File: src/rtl/pc_sequencer_if.sv
// pc_sequencer_if: command and status bundle between fetch control and the PC sequencer
interface pc_sequencer_if #(
    parameter int PC_WIDTH    = 6,
    parameter int OFF_WIDTH   = 6,
    parameter int STACK_DEPTH = 4
);
    localparam int SP_WIDTH = $clog2(STACK_DEPTH + 1);
    logic                 en;
    logic                 jump;
    logic [PC_WIDTH-1:0]  jump_addr;
    logic                 branch;
    logic [OFF_WIDTH-1:0] branch_off;
    logic                 call;
    logic [PC_WIDTH-1:0]  call_addr;
    logic                 ret;
    logic                 err_clr;
    logic [PC_WIDTH-1:0]  count;
    logic [PC_WIDTH-1:0]  pc_next;
    logic [SP_WIDTH-1:0]  sp;
    logic                 stack_ovf;
    logic                 stack_unf;
    modport master (
        output en, jump, jump_addr, branch, branch_off, call, call_addr, ret, err_clr,
        input  count, pc_next, sp, stack_ovf, stack_unf
    );
    modport slave (
        input  en, jump, jump_addr, branch, branch_off, call, call_addr, ret, err_clr,
        output count, pc_next, sp, stack_ovf, stack_unf
    );
endinterface

File: src/rtl/pc_sequencer.sv
// pc_sequencer: fetch-stage PC with stall, jump, relative branch and call/return stack
module pc_sequencer #(
    parameter int                  PC_WIDTH    = 6,
    parameter int                  OFF_WIDTH   = 6,
    parameter logic [PC_WIDTH-1:0] RESET_PC    = '0,
    parameter int                  STACK_DEPTH = 4
) (
    input logic             clk,
    input logic             rst,
    pc_sequencer_if.slave   bus
);
    localparam int SPW = $clog2(STACK_DEPTH + 1);
    localparam int AW  = STACK_DEPTH > 1 ? $clog2(STACK_DEPTH) : 1;
    logic [PC_WIDTH-1:0] stack [STACK_DEPTH];
    logic [PC_WIDTH-1:0] count, inc, br, top, nxt;
    logic [PC_WIDTH-1:0] off_ext;
    logic [SPW-1:0]      sp;
    logic [AW-1:0]       rd_idx, wr_idx;
    logic                full, empty, pop, push, ovf_set, unf_set, ovf, unf;
    assign off_ext = PC_WIDTH'($signed(bus.branch_off));
    assign inc     = count + PC_WIDTH'(1);
    assign br      = count + off_ext;
    assign full    = sp == SPW'(STACK_DEPTH);
    assign empty   = sp == '0;
    assign rd_idx  = AW'(sp - SPW'(1));
    assign wr_idx  = AW'(sp);
    assign top     = stack[rd_idx];
    assign pop     = bus.en & bus.ret & ~empty;
    assign push    = bus.en & ~bus.ret & bus.call & ~full;
    assign ovf_set = bus.en & ~bus.ret & bus.call & full;
    assign unf_set = bus.en & bus.ret & empty;
    // ret on an empty stack degrades to a plain increment
    always_comb
        nxt = bus.ret    ? (empty ? inc : top) :
              bus.call   ? bus.call_addr :
              bus.jump   ? bus.jump_addr :
              bus.branch ? br : inc;
    assign bus.pc_next   = rst ? nxt : inc;
    assign bus.count     = count;
    assign bus.sp        = sp;
    assign bus.stack_ovf = ovf;
    assign bus.stack_unf = unf;
    always_ff @(posedge clk or negedge rst)
        if (!rst) begin
            count <= RESET_PC;
            sp    <= '0;
            ovf   <= 1'b0;
            unf   <= 1'b0;
        end else begin
            if (bus.en) count <= nxt;
            sp  <= push ? sp + SPW'(1) : pop ? sp - SPW'(1) : sp;
            ovf <= ovf_set | (ovf & ~bus.err_clr);
            unf <= unf_set | (unf & ~bus.err_clr);
        end
    // storage is unreset; sp alone marks which entries are live
    always_ff @(posedge clk)
        if (rst && push) stack[wr_idx] <= inc;
endmodule

File: src/flat_wrapper.sv
// flat-port wrapper written by rule: the top's interface ports become plain ports
module pc_sequencer_flat 
#(
    parameter int                  PC_WIDTH    = 6,
    parameter int                  OFF_WIDTH   = 6,
    parameter logic [PC_WIDTH-1:0] RESET_PC    = '0,
    parameter int                  STACK_DEPTH = 4
)
  (clk, rst, bus_en, bus_jump, bus_jump_addr, bus_branch, bus_branch_off, bus_call, bus_call_addr, bus_ret, bus_err_clr, bus_count, bus_pc_next, bus_sp, bus_stack_ovf, bus_stack_unf);
  pc_sequencer_if #(.PC_WIDTH(PC_WIDTH), .OFF_WIDTH(OFF_WIDTH), .STACK_DEPTH(STACK_DEPTH)) bus_i ();
  input logic clk;
  input logic rst;
  input wire logic [$bits(bus_i.en)-1:0] bus_en;
  input wire logic [$bits(bus_i.jump)-1:0] bus_jump;
  input wire logic [$bits(bus_i.jump_addr)-1:0] bus_jump_addr;
  input wire logic [$bits(bus_i.branch)-1:0] bus_branch;
  input wire logic [$bits(bus_i.branch_off)-1:0] bus_branch_off;
  input wire logic [$bits(bus_i.call)-1:0] bus_call;
  input wire logic [$bits(bus_i.call_addr)-1:0] bus_call_addr;
  input wire logic [$bits(bus_i.ret)-1:0] bus_ret;
  input wire logic [$bits(bus_i.err_clr)-1:0] bus_err_clr;
  output wire logic [$bits(bus_i.count)-1:0] bus_count;
  output wire logic [$bits(bus_i.pc_next)-1:0] bus_pc_next;
  output wire logic [$bits(bus_i.sp)-1:0] bus_sp;
  output wire logic [$bits(bus_i.stack_ovf)-1:0] bus_stack_ovf;
  output wire logic [$bits(bus_i.stack_unf)-1:0] bus_stack_unf;
  assign bus_i.en = bus_en;
  assign bus_i.jump = bus_jump;
  assign bus_i.jump_addr = bus_jump_addr;
  assign bus_i.branch = bus_branch;
  assign bus_i.branch_off = bus_branch_off;
  assign bus_i.call = bus_call;
  assign bus_i.call_addr = bus_call_addr;
  assign bus_i.ret = bus_ret;
  assign bus_i.err_clr = bus_err_clr;
  assign bus_count = bus_i.count;
  assign bus_pc_next = bus_i.pc_next;
  assign bus_sp = bus_i.sp;
  assign bus_stack_ovf = bus_i.stack_ovf;
  assign bus_stack_unf = bus_i.stack_unf;
  pc_sequencer #(.PC_WIDTH(PC_WIDTH), .OFF_WIDTH(OFF_WIDTH), .RESET_PC(RESET_PC), .STACK_DEPTH(STACK_DEPTH)) u_core (.clk(clk), .rst(rst), .bus(bus_i));
endmodule
File: config.mk
export PLATFORM = sky130hd
export DESIGN_NAME = pc_sequencer_flat
export DESIGN_NICKNAME = d
export VERILOG_FILES = /design/src/rtl/pc_sequencer_if.sv /design/src/rtl/pc_sequencer.sv /design/src/flat_wrapper.sv
export SDC_FILE = /design/constraint.sdc
export NUM_CORES = 1
export LEC_CHECK = 0
export BUFFER_PORTS_ARGS = -buffer_cell sky130_fd_sc_hd__buf_2
export CAP_MARGIN = 20
export CORE_MARGIN = 4
export CORE_UTILIZATION = 30
export CTS_BUF_LIST = sky130_fd_sc_hd__clkbuf_16
export DETAILED_ROUTE_END_ITERATION = 16
export SLEW_MARGIN = 15
export SYNTH_ARGS = -nofsm -noshare
export SYNTH_HDL_FRONTEND = slang
export SYNTH_SLANG_ARGS = --single-unit
export TNS_END_PERCENT = 50
File: constraint.sdc
create_clock -name clk -period 7.04 [get_ports clk]
set_input_delay 1.056 -clock clk [delete_from_list [all_inputs] [get_ports clk]]
set_output_delay 1.056 -clock clk [all_outputs]
set_load 0.005 [all_outputs]
Yosys cells after proc, flatten, opt, wreduce, memory -nomap -nowiden --
Memory sizes are Yosys's and may differ from the RTL's. Index checks and enable logic that the tools add are counted.
Cells by class: $add $sub $neg 4, multiply operators 0, divide/modulo/power cells 0, magnitude comparators 0, equality and inequality tests 1, shift-type cells 0, multiplexer cells 10, bitwise logic cells 15, reductions and logical operators 3
Operators with widths (number):
- 2-to-1 mux 6 bit | 6
- AND 1 bit | 9
- adder 6 x 1 -> 6 bit (second input constant) | 1
- adder 6 bit | 1
- 2-to-1 mux 3 bit | 2
- NOT 1 bit | 4
- adder 3 x 1 -> 3 bit (second input constant) | 1
- == test 3 bit (second input constant) | 1
- zero test 3 bit | 1
- subtractor 3 x 1 -> 3 bit (second input constant) | 1
- 2-to-1 mux 1 bit | 2
- bitwise OR 1 bit | 2
- nonzero test 2 bit | 1
- logical AND 1 bit | 1
Word-level totals: bits in registers 11, latch bits 0, memory bits (writable) 24, ROM bits 0, bits of input ports 26, output and inout bits 17, logic and storage cells 38, memories kept 1
Memory list:
- u_core.stack | words 4, width 6, read ports 1, clocked after Yosys merged registers in 0, wr ports 1, RTL line pc_sequencer.sv:14 | logic [PC_WIDTH-1:0] stack [STACK_DEPTH];

Logic depth before layout (Yosys ltp) --
depth in word-level cells 7, gate-level depth with buffers 9, depth with buffers taken out 8

Worst setup path after synthesis --
No wires, ideal clock.
kind input port to output port, start input bus_branch_off[0], end output bus_pc_next[2], data arrival time 2.510 ns, data required time 5.984 ns, slack 3.474 ns, stages 8, buffers on the path 0, cells stage by stage ha_1 > inv_1 > fa_1 > xnor2_1 > mux2_2 > o21ai_0 > a22oi_1 > mux2_2
Between the ends: cells in the longest elaborated chain, start to end 6
Ends and longest elaborated chain:
- start, declared | RTL line flat_wrapper.sv:17 | input wire logic [$bits(bus_i.branch_off)-1:0] bus_branch_off;
- adder 6 bit | RTL line pc_sequencer.sv:22 | assign br = count + off_ext;
- 2-to-1 mux 6 bit | RTL line pc_sequencer.sv:37 | bus.branch ? br : inc;
- 2-to-1 mux 6 bit | RTL line pc_sequencer.sv:36 | bus.jump ? bus.jump_addr :
- 2-to-1 mux 6 bit | RTL line pc_sequencer.sv:35 | bus.call ? bus.call_addr :
- 2-to-1 mux 6 bit | RTL line pc_sequencer.sv:34 | nxt = bus.ret ? (empty ? inc : top) :
- 2-to-1 mux 6 bit | RTL line pc_sequencer.sv:38 | assign bus.pc_next = rst ? nxt : inc;
- end, declared | RTL line flat_wrapper.sv:23 | output wire logic [$bits(bus_i.pc_next)-1:0] bus_pc_next;
No other way between the ends.

Worst setup path after layout --
Ends and elaborated chain as after synthesis.

==> results.md <==
* First-pass GRT wire length at 8160 µm
* Skew-Pair Late Insertion Delay at 280 ps
* Register clock-pin slew on the reported worst setup and hold paths at 50 ps
* Max Clock Freq at 0.260 GHz
* Reg2reg start: u_core.bus.sp[0]$_DFFE_PN0P_
* Clock root buffer: clkbuf_16
* Die area at 8690 µm²
* Leakage at 1.06 nW
* # rows at 30
* Diodes inserted at 0
* Die height at 93.2 µm
* Mapped Area at 2180 µm²
* Critical path type: in2out
* FF+latch count, synth at 35
* DR vias at 1677
* Max_cap viols at 0
* Clock sinks at 35
* Post-synth top area cell: edfxtp_1
* Clock buffer depth at 2
* Synth cell count leaders: edfxtp_1 (24), nand2_1 (14), inv_1 (13)
* RSZ-0062 raised after global routing: false
* Share of post-route cells with drive strength above 1 at 26.1%
* Most common cell in the netlist: edfxtp_1
* Cts bufs inserted at 5
* Worst hold-check path type: reg2reg
* Post-synth EDFFs at 24
* CP arrival at 2790 ps
* Non-filler instance count after layout at 334
* Cell-internal power at 0.592 mW
* Vias in the first global route at 1598
* Gpl congestion at 0.791
* Fin worst setup slack at 3190 ps
* Post-CTS Setup Bufs at 0
* Slew headroom at 56.0%
* Sequential Power Share at 34.8%
* Hold WS at 526 ps
* Area contributors post-synth: edfxtp_1 (33%), dfrtp_1 (13%), ha_1 (6.9%)
* Area grow syn2layout at 18.9%
* Worst path required time at 5980 ps
* Worst Setup Start Kind: input port
* IO Pins at 43
* Residual DRC count at 0
* R2R Path End: u_core.stack[0][0]$_DFFE_PP_
* Post-CTS Resized at 0
* Post-synth cell types at 43
* Total GRT Usage at 11.8%
* CTS tree: built
* Worst Tran Pin Value at 655 ps
* Register area share after synthesis at 45.7%
* Hold Startpoint: u_core.bus.stack_unf$_DFF_PN0_
* Cells after DPL at 326
* Synth Net Count at 239
* Vias per Instance at 5.02
* Largest net degree at the start of global routing at 30
* Tmin final at 3850 ps
* Max Transition Viols Final at 0
* H-Tree Depth at 2
* Reg2reg path depth at 5
* Initial Util at 31.6%
* Setup TNS at 0 ps
* Clock share of power at 21.7%
* HPWL after detailed placement at 3750 µm
* Initial DRT Pass Iterations at 4
* WHS Path Cells at 2
* Finish-stage setup viols at 0
* Synthesized area per cell at 10.9 µm²
* WL per Instance at 15.0 µm
* Final nets at 276
* Routed WL at 5010 µm
* Max VDD drop at 0.000250 V
* Status: finished clean
* Sw power at 0.342 mW
* Worst hold path endpoint: u_core.bus.stack_unf$_DFF_PN0_
* Yosys warnings at 0
* Routed Antenna Nets at 0
* Detailed router's first-iteration violation count at 105
* Final instance area at 2590 µm²
* CTS Hold Buffers Added at 0
* Switch share at 36.6%
* Maximum fanout along the worst path at 2
* Fin util at 37.5%
* Combinational share of power at 43.5%
* Pre-CTS setup slack at 3200 ps
* Power Density at 360 nW/µm²
* Crit share post-route at 54.7%
* Total power at 0.934 mW
* Fin Clk Skew at 8.27 ps
* Die width at 93.2 µm
* R2r setup slk at 4520 ps
* Initial antenna violation count at 0
* Port-buffer cells at 42
* Asr flop ratio synth at 31.4%
* Main synth FF type: edfxtp_1
* Grt total ovfl at 0
* CP Capture Type: output pin
* Synth top area share at 33.1%
* Final Hold Vio Count at 0
* Placed Area at 2460 µm²
* Core ar. at 6910 µm²
* Gate Count Post-Synth at 200
-- area by class of cell --
| type | count | area [µm²] |
|---|---|---|
| Fill cell | 733 | 4310 |
| Multi-Input combinational cell | 140 | 1080 |
| Sequential cell | 35 | 996 |
| Timing Repair Buffer | 42 | 210 |
| Clock buffer | 5 | 125 |
| Tap cell | 96 | 120 |
| Inverter | 13 | 48.8 |
| Clock inverter | 3 | 11.3 |
-- sequential cells by signal (all words and copies together) (netlist names) --
signal and cells:
u_core.bus.stack_ovf 1, u_core.bus.stack_unf 1, u_core.bus.count 6, u_core.bus.sp 3, u_core.stack 24
-- layer usage --
| layer | routed length (µm) | part of all wire, % | global-route usage, % | vias up |
|---|---|---|---|---|
| li1 | - | - | - | 824 |
| met1 | 2450 | 49 | 17.3 | 804 |
| met3 | 264 | 5.3 | 2.74 | 3 |
| met2 | 2280 | 45 | 17.7 | 46 |
| met4 | 19 | 0.38 | 2.32 | 0 |
| met5 | 0 | 0 | 0 | - |
-- cell usage in the layout (no fill, tap or decap), types with 4 or more instances in the layout --
cell type and instances:
and3_1 5, nor2b_1 8, o211ai_1 5, xor2_1 4, nor2_1 7, a21oi_1 12
clkbuf_16 5, a31oi_1 6, nand2b_1 5, edfxtp_1 24, dfrtp_1 11, buf_2 42
mux4_2 6, mux2i_1 5, inv_1 16, o21ai_0 9, ha_1 12, nand2_1 14
-- worst max path at each step --
stage	slack (ps)	startpoint	to	cells after the start
finish	3190	bus_branch_off[0]	bus_pc_next[2]	10
global route	2990	u_core.bus.sp[0]$_DFFE_PN0P_	bus_pc_next[2]	7
CTS	3180	bus_branch_off[0]	bus_pc_next[2]	10
detailed placement	3200	bus_branch_off[0]	bus_pc_next[2]	10
global placement	3220	bus_branch_off[0]	bus_pc_next[2]	10
floorplan	3470	bus_branch_off[0]	bus_pc_next[2]	8
-- power by group through the flow --
stage                     Clock, mW  Sequential, mW  Combinational [mW]
after CTS                     0.207           0.326               0.412
final                         0.203           0.325               0.406
after floorplan                   0           0.311               0.298
after global routing          0.217           0.334               0.459
after global placement            0           0.331               0.404
after detailed placement          0           0.330               0.410
-- worst max-delay path, stage by stage --
cell and delay (ps):
buf_2 80, ha_1 150, inv_1 50, fa_1 410
xnor2_1 140, mux2_2 250, o21ai_0 140, a22oi_1 110
mux2_2 280, buf_2 120
-- cell families after synthesis --
kind of cell / Yosys count / share of synthesized area [%]
AND/OR/NAND/NOR: 58 / 15.1
AO/OA/AOI/OAI: 48 / 13.8
flip-flops: 35 / 45.7
buffers and inverters: 25 / 4.71
multiplexers: 14 / 10.0
adder cells (fa/ha/maj): 13 / 7.81
XOR/XNOR: 7 / 2.81
Note: power is estimated with default switching activity, not from simulation.
